File: src/rtl/text_console_writer.sv
// rtl/text_console_writer.sv - character stream to text RAM writer with cursor, wrap and clear sweep
module text_console_writer #(
    parameter int          NUM_COLUMNS = 40,
    parameter int          NUM_ROWS    = 15,
    parameter int          ADDR_WIDTH  = 13,
    parameter logic [7:0]  FILL_CHAR   = 8'h20,
    parameter logic [7:0]  SUBST_CHAR  = 8'h3F
) (
    input  logic                  clk,
    input  logic                  rst_n,
    input  logic                  in_valid,
    input  logic [7:0]            in_data,
    output logic                  in_ready,
    input  logic                  set_pos,
    input  logic [5:0]            set_col,
    input  logic [3:0]            set_row,
    input  logic                  clr,
    output logic                  busy,
    output logic [5:0]            cur_col,
    output logic [3:0]            cur_row,
    output logic [ADDR_WIDTH-1:0] ram_waddr,
    output logic [7:0]            ram_wdata,
    output logic                  ram_wren
);

    typedef enum logic {S_CLEAR, S_IDLE} state_t;

    localparam int                    NUM_CELLS    = NUM_COLUMNS * NUM_ROWS;
    localparam logic [ADDR_WIDTH-1:0] LP_LAST_CELL = ADDR_WIDTH'(NUM_CELLS - 1);
    localparam logic [5:0]            LP_COL_MAX   = 6'(NUM_COLUMNS - 1);
    localparam logic [3:0]            LP_ROW_MAX   = 4'(NUM_ROWS - 1);

    state_t                r_state;
    logic [ADDR_WIDTH-1:0] r_cnt;
    logic [5:0]            r_col;
    logic [3:0]            r_row;
    logic [ADDR_WIDTH-1:0] r_waddr;
    logic [7:0]            r_wdata;
    logic                  r_wren;
    logic                  r_busy;
    logic                  r_idle_rdy;

    logic                  w_in_ready;
    logic                  w_accept;
    logic [ADDR_WIDTH-1:0] w_cell_addr;
    logic [ADDR_WIDTH-1:0] w_sweep_addr;
    logic [3:0]            w_row_inc;
    logic [5:0]            w_adv_col;
    logic [3:0]            w_adv_row;
    logic [5:0]            w_tab_col;
    logic [5:0]            w_pos_col;
    logic [3:0]            w_pos_row;

    // Handshake, address and next-cursor arithmetic shared by the sequencer
    always_comb begin
        // in_ready stays low for the first IDLE cycle after a sweep so busy and ready never overlap
        w_in_ready   = r_idle_rdy && (r_state == S_IDLE) && !set_pos && !clr;
        w_accept     = in_valid && w_in_ready;
        w_cell_addr  = ADDR_WIDTH'(r_row) * ADDR_WIDTH'(NUM_COLUMNS) + ADDR_WIDTH'(r_col);
        // A clr mid-sweep restarts at cell 0 on this very edge, keeping the strobe continuous
        w_sweep_addr = clr ? '0 : r_cnt;
        w_row_inc    = (r_row >= LP_ROW_MAX) ? 4'd0 : r_row + 4'd1;
        if (r_col >= LP_COL_MAX) begin
            w_adv_col = 6'd0;
            w_adv_row = w_row_inc;
        end else begin
            w_adv_col = r_col + 6'd1;
            w_adv_row = r_row;
        end
        w_tab_col    = {r_col[5:3] + 3'd1, 3'b000};
        w_pos_col    = (set_col > LP_COL_MAX) ? LP_COL_MAX : set_col;
        w_pos_row    = (set_row > LP_ROW_MAX) ? LP_ROW_MAX : set_row;
    end

    // Clear sweep / idle command sequencer with registered RAM port and cursor
    always_ff @(posedge clk or negedge rst_n) begin
        if (!rst_n) begin
            r_state    <= S_CLEAR;
            r_cnt      <= '0;
            r_col      <= 6'd0;
            r_row      <= 4'd0;
            r_waddr    <= '0;
            r_wdata    <= 8'h00;
            r_wren     <= 1'b0;
            r_busy     <= 1'b0;
            r_idle_rdy <= 1'b0;
        end else begin
            r_wren <= 1'b0;
            case (r_state)
                S_CLEAR: begin
                    r_wren     <= 1'b1;
                    r_waddr    <= w_sweep_addr;
                    r_wdata    <= FILL_CHAR;
                    r_busy     <= 1'b1;
                    r_idle_rdy <= 1'b0;
                    if (w_sweep_addr == LP_LAST_CELL) begin
                        r_state <= S_IDLE;
                        r_cnt   <= '0;
                        r_col   <= 6'd0;
                        r_row   <= 4'd0;
                    end else begin
                        r_cnt <= w_sweep_addr + ADDR_WIDTH'(1);
                    end
                end
                default: begin
                    r_busy     <= 1'b0;
                    r_idle_rdy <= 1'b1;
                    if (clr || (w_accept && in_data == 8'h0C)) begin
                        r_state    <= S_CLEAR;
                        r_cnt      <= '0;
                        r_busy     <= 1'b1;
                        r_idle_rdy <= 1'b0;
                    end else if (set_pos) begin
                        r_col <= w_pos_col;
                        r_row <= w_pos_row;
                    end else if (w_accept) begin
                        if (in_data >= 8'h80) begin
                            r_wren  <= 1'b1;
                            r_waddr <= w_cell_addr;
                            r_wdata <= SUBST_CHAR;
                            r_col   <= w_adv_col;
                            r_row   <= w_adv_row;
                        end else if (in_data >= 8'h20 && in_data != 8'h7F) begin
                            r_wren  <= 1'b1;
                            r_waddr <= w_cell_addr;
                            r_wdata <= in_data;
                            r_col   <= w_adv_col;
                            r_row   <= w_adv_row;
                        end else begin
                            case (in_data)
                                8'h0A: begin
                                    r_col <= 6'd0;
                                    r_row <= w_row_inc;
                                end
                                8'h0D: r_col <= 6'd0;
                                8'h09: begin
                                    if (w_tab_col > LP_COL_MAX) begin
                                        r_col <= 6'd0;
                                        r_row <= w_row_inc;
                                    end else begin
                                        r_col <= w_tab_col;
                                    end
                                end
                                8'h08: begin
                                    if (r_col != 6'd0) r_col <= r_col - 6'd1;
                                end
                                default: ;
                            endcase
                        end
                    end
                end
            endcase
        end
    end

    assign in_ready  = w_in_ready;
    assign busy      = r_busy;
    assign cur_col   = r_col;
    assign cur_row   = r_row;
    assign ram_waddr = r_waddr;
    assign ram_wdata = r_wdata;
    assign ram_wren  = r_wren;

endmodule
File: config.mk
export PLATFORM = sky130hd
export DESIGN_NAME = text_console_writer
export DESIGN_NICKNAME = d
export VERILOG_FILES = /design/src/rtl/text_console_writer.sv
export SDC_FILE = /design/constraint.sdc
export NUM_CORES = 1
export LEC_CHECK = 0
export ABC_AREA = 1
export BUFFER_PORTS_ARGS = -buffer_cell sky130_fd_sc_hd__buf_2
export CAP_MARGIN = 20
export CORE_ASPECT_RATIO = 1.4
export CORE_UTILIZATION = 40
export CTS_BUF_LIST = sky130_fd_sc_hd__clkbuf_8
export DETAILED_ROUTE_END_ITERATION = 12
export PLACE_DENSITY = 0.7
export SLEW_MARGIN = 25
export SYNTH_ARGS = -nofsm -noshare
export SYNTH_HDL_FRONTEND = slang
export SYNTH_SLANG_ARGS = --single-unit
File: constraint.sdc
create_clock -name clk -period 2.7 [get_ports clk]
set_input_delay 0.54 -clock clk [delete_from_list [all_inputs] [get_ports clk]]
set_output_delay 0.54 -clock clk [all_outputs]
set_load 0.05 [all_outputs]
==> qor.yml <==
synthFlopType: "dfrtp_1"
cts_sinks: 48
switching_share_pct: 24.1
hold_viol: 0
finalSetupViolations: 0
peakVddDrop_mv: 0.244
wl_met3_um: 348
die_h_um: 110
crit_type: "reg -> reg"
firstDrtPassIters: 4
wl_met2_mm: 4.27
drt_iter0_markers: 180
critical-path-slowest-cell: "fa_1"
tritoncts: "yes"
vias: 3186
die_width_um: 79.2
globalRouteOverflowTotal: 0
path_cells: "ha_1 -> ha_1 -> fa_1 -> inv_1 -> nor2_1 -> nand2_1 -> xnor2_1 -> nand2_1 -> o211ai_1"
drv_slew: 0
nets: 559
h-tree-depth: 2
crit_required_ps: 2880
worst_pin_slew_ps: 496
period_share_pct: 82.3
relSlewSlack_pct: 66.7
syn_avg_cell_area_sq_um: 7.24
start_util_pct: 41.2
start_kind: "register"
cap_violations: 0
antenna_found_initial: 0
core_sq_mm: 0.00810
synthCells: 461
seq_area_frac_synth_pct: 36.0
fmax_mhz: 450
power_frac_comb_pct: 8.9
wire_per_inst_um: 13.4
layout_min_cycle_time_ps: 2220
ys_ff_latch: 48
syn_to_final_growth_pct: 14.9
grt.total_usage_pct: 21.1
stdcell_area_sq_mm: 0.00383
powerDensity_mw_per_mm2: 367
async_flop_share_pct: 100
path_max_fanout: 9
io_pins: 57
yosysWarnings: 0
syn_area_sq_mm: 0.00334
clk_pin_slew_ps: 90
worstPathArrival_ps: 2410
drive_gt1_share_pct: 18.7
yosysUniqueCellTypes: 35
crit_path_max_incr_delay_ps: 510
rsz0062_at_grt: "false"
clockBufferDepth: 2
numCtsBuffers: 5
skew_ps: 7.61
layout_common_cells: "nand2_1 (120), nor2_1 (60), inv_1 (58), buf_2 (56), dfrtp_1 (48)"
cts_root_buffer: "clkbuf_8"
dieArea_sq_mm: 0.00871
synth_edf_count: 0
post_cts_buffers: 0
fillers: 846
holdBufCountCts: 0
final_common_cell: "nand2_1"
worstHoldPathType: "in -> async"
port_buffers: 56
leakage_uw: 0.00201
switchingPower_uw: 339
routed_wl_mm: 8.35
setup_tns_ps: 0
first_global_vias: 3148
drc: 0
grt_first_pass_wirelength_mm: 14.3
antennaDiodeCount: 0
cts_resized: 0
synth_top_cell_by_area: "dfrtp_1"
synth_top_cell_area_share_pct: 36.0
end_kind: "register"
rows: 39
synth_nets: 502
antenna_left: 0
place.gp.congestion: 0.908
top_layer: "met4"
final_core_utilization_pct: 47.3
p_int_uw: 1070
seq_power_share_pct: 52.0
insertion_delay_ps: 300
dp_hpwl_mm: 6.52
p_clk_share_pct: 39.1
synth.area.top_cells: "dfrtp_1 (36%), nand2_1 (14%), nor2_1 (6.8%)"
outcome: "complete, no violations"
grt_max_degree: 21
m1WireLength_mm: 3.48
place_area_sq_mm: 0.00371
vias_per_cell: 5.13
[power by group through the flow]
stage / logic (uW) / registers, uW / clock network [uW]
after detailed placement: 126 / 747 / 0
after floorplan: 58.6 / 760 / 0
after CTS: 127 / 732 / 560
after global routing: 142 / 734 / 593
after global placement: 123 / 747 / 0
final: 125 / 732 / 551
[area by class of cell]
cell class                 instances  area (sq um)  share of cell area [%]
sequential                        48          1200                    31.3
inverter                          62           233                    6.07
tap                              102           128                    3.33
clock inverter                     2          38.8                    1.01
multi-input combinational        340          1830                    47.8
clock buffer                       6          82.6                    2.15
timing repair buffer              61           318                    8.29
[state kept, by name, indices dropped and copies added, names as in the netlist]
name        count
ram_waddr      13
cur_col         6
r_idle_rdy      1
cur_row         4
r_cnt          13
busy            1
ram_wdata       8
ram_wren        1
r_state         1
[cell families after synthesis]
kind of cell	count (synthesis)	share of synthesized area (%)
xor gates and xnor gates	17	4.46
buffers and inverters	73	9.08
adders and majority gates	18	7.20
AOI/OAI and AO/OA	57	9.64
and+or+nand+nor	248	33.6
DFF	48	36.0
[routing by layer]
layer	vias to the layer above	global-route usage, %
li1	1582	-
met1	1496	24.8
met2	91	37.8
met3	17	2.47
met4	0	10.1
met5	-	0
[worst max-delay path: cells and delay by family, from the launching register on]
kind / cells / cell delay [ps]
XOR/XNOR: 1 / 130
buffers and inverters: 1 / 60
AND/OR/NAND/NOR: 3 / 290
adder cells (fa/ha/maj): 3 / 1070
AO/OA/AOI/OAI: 1 / 80
flip-flops: 1 / 480
[final timing paths]
path / cells past startpoint / slack, ps / end / startpoint
hold / removal: 1 / 90 / ram_wdata[3] / rst_n
setup / recovery: 9 / 480 / ram_waddr[9] / cur_row[1]
min in group clk: 2 / 480 / ram_wdata[0] / ram_wdata[0]
setup reg to reg: 9 / 480 / ram_waddr[9] / cur_row[1]
hold reg to reg: 2 / 480 / ram_wdata[0] / ram_wdata[0]
max in group asynchronous: 2 / 2050 / ram_waddr[4] / rst_n
[cell usage after synthesis, types with 3 or more instances]
cell type / instances
dfrtp_1: 48
nand3b_1: 3
xnor2_1: 3
nand2_2: 4
nand2_1: 120
a21oi_1: 8
nor3_1: 5
o22ai_1: 16
nand3_2: 6
inv_1: 58
o21ai_1: 5
a31oi_1: 3
nor2_4: 3
o21ai_0: 20
ha_1: 16
nor2_1: 60
buf_2: 4
inv_2: 4
nor2_2: 5
xor2_1: 14
nand3_1: 33
buf_6: 3
[through the flow]
stage | total power, uW | std cells | hold slack [ps] | worst slack (ps)
floorplan | 819 | 461 | 244 | 323
global placement | 870 | 613 | 432 | 535
detailed placement | 873 | 613 | 435 | 459
CTS | 1420 | 621 | 101 | 479
global route | 1470 | 621 | 106 | 312
finish | 1410 | 621 | 94.3 | 477
No activity file was read; power rests on OpenSTA's default activity.
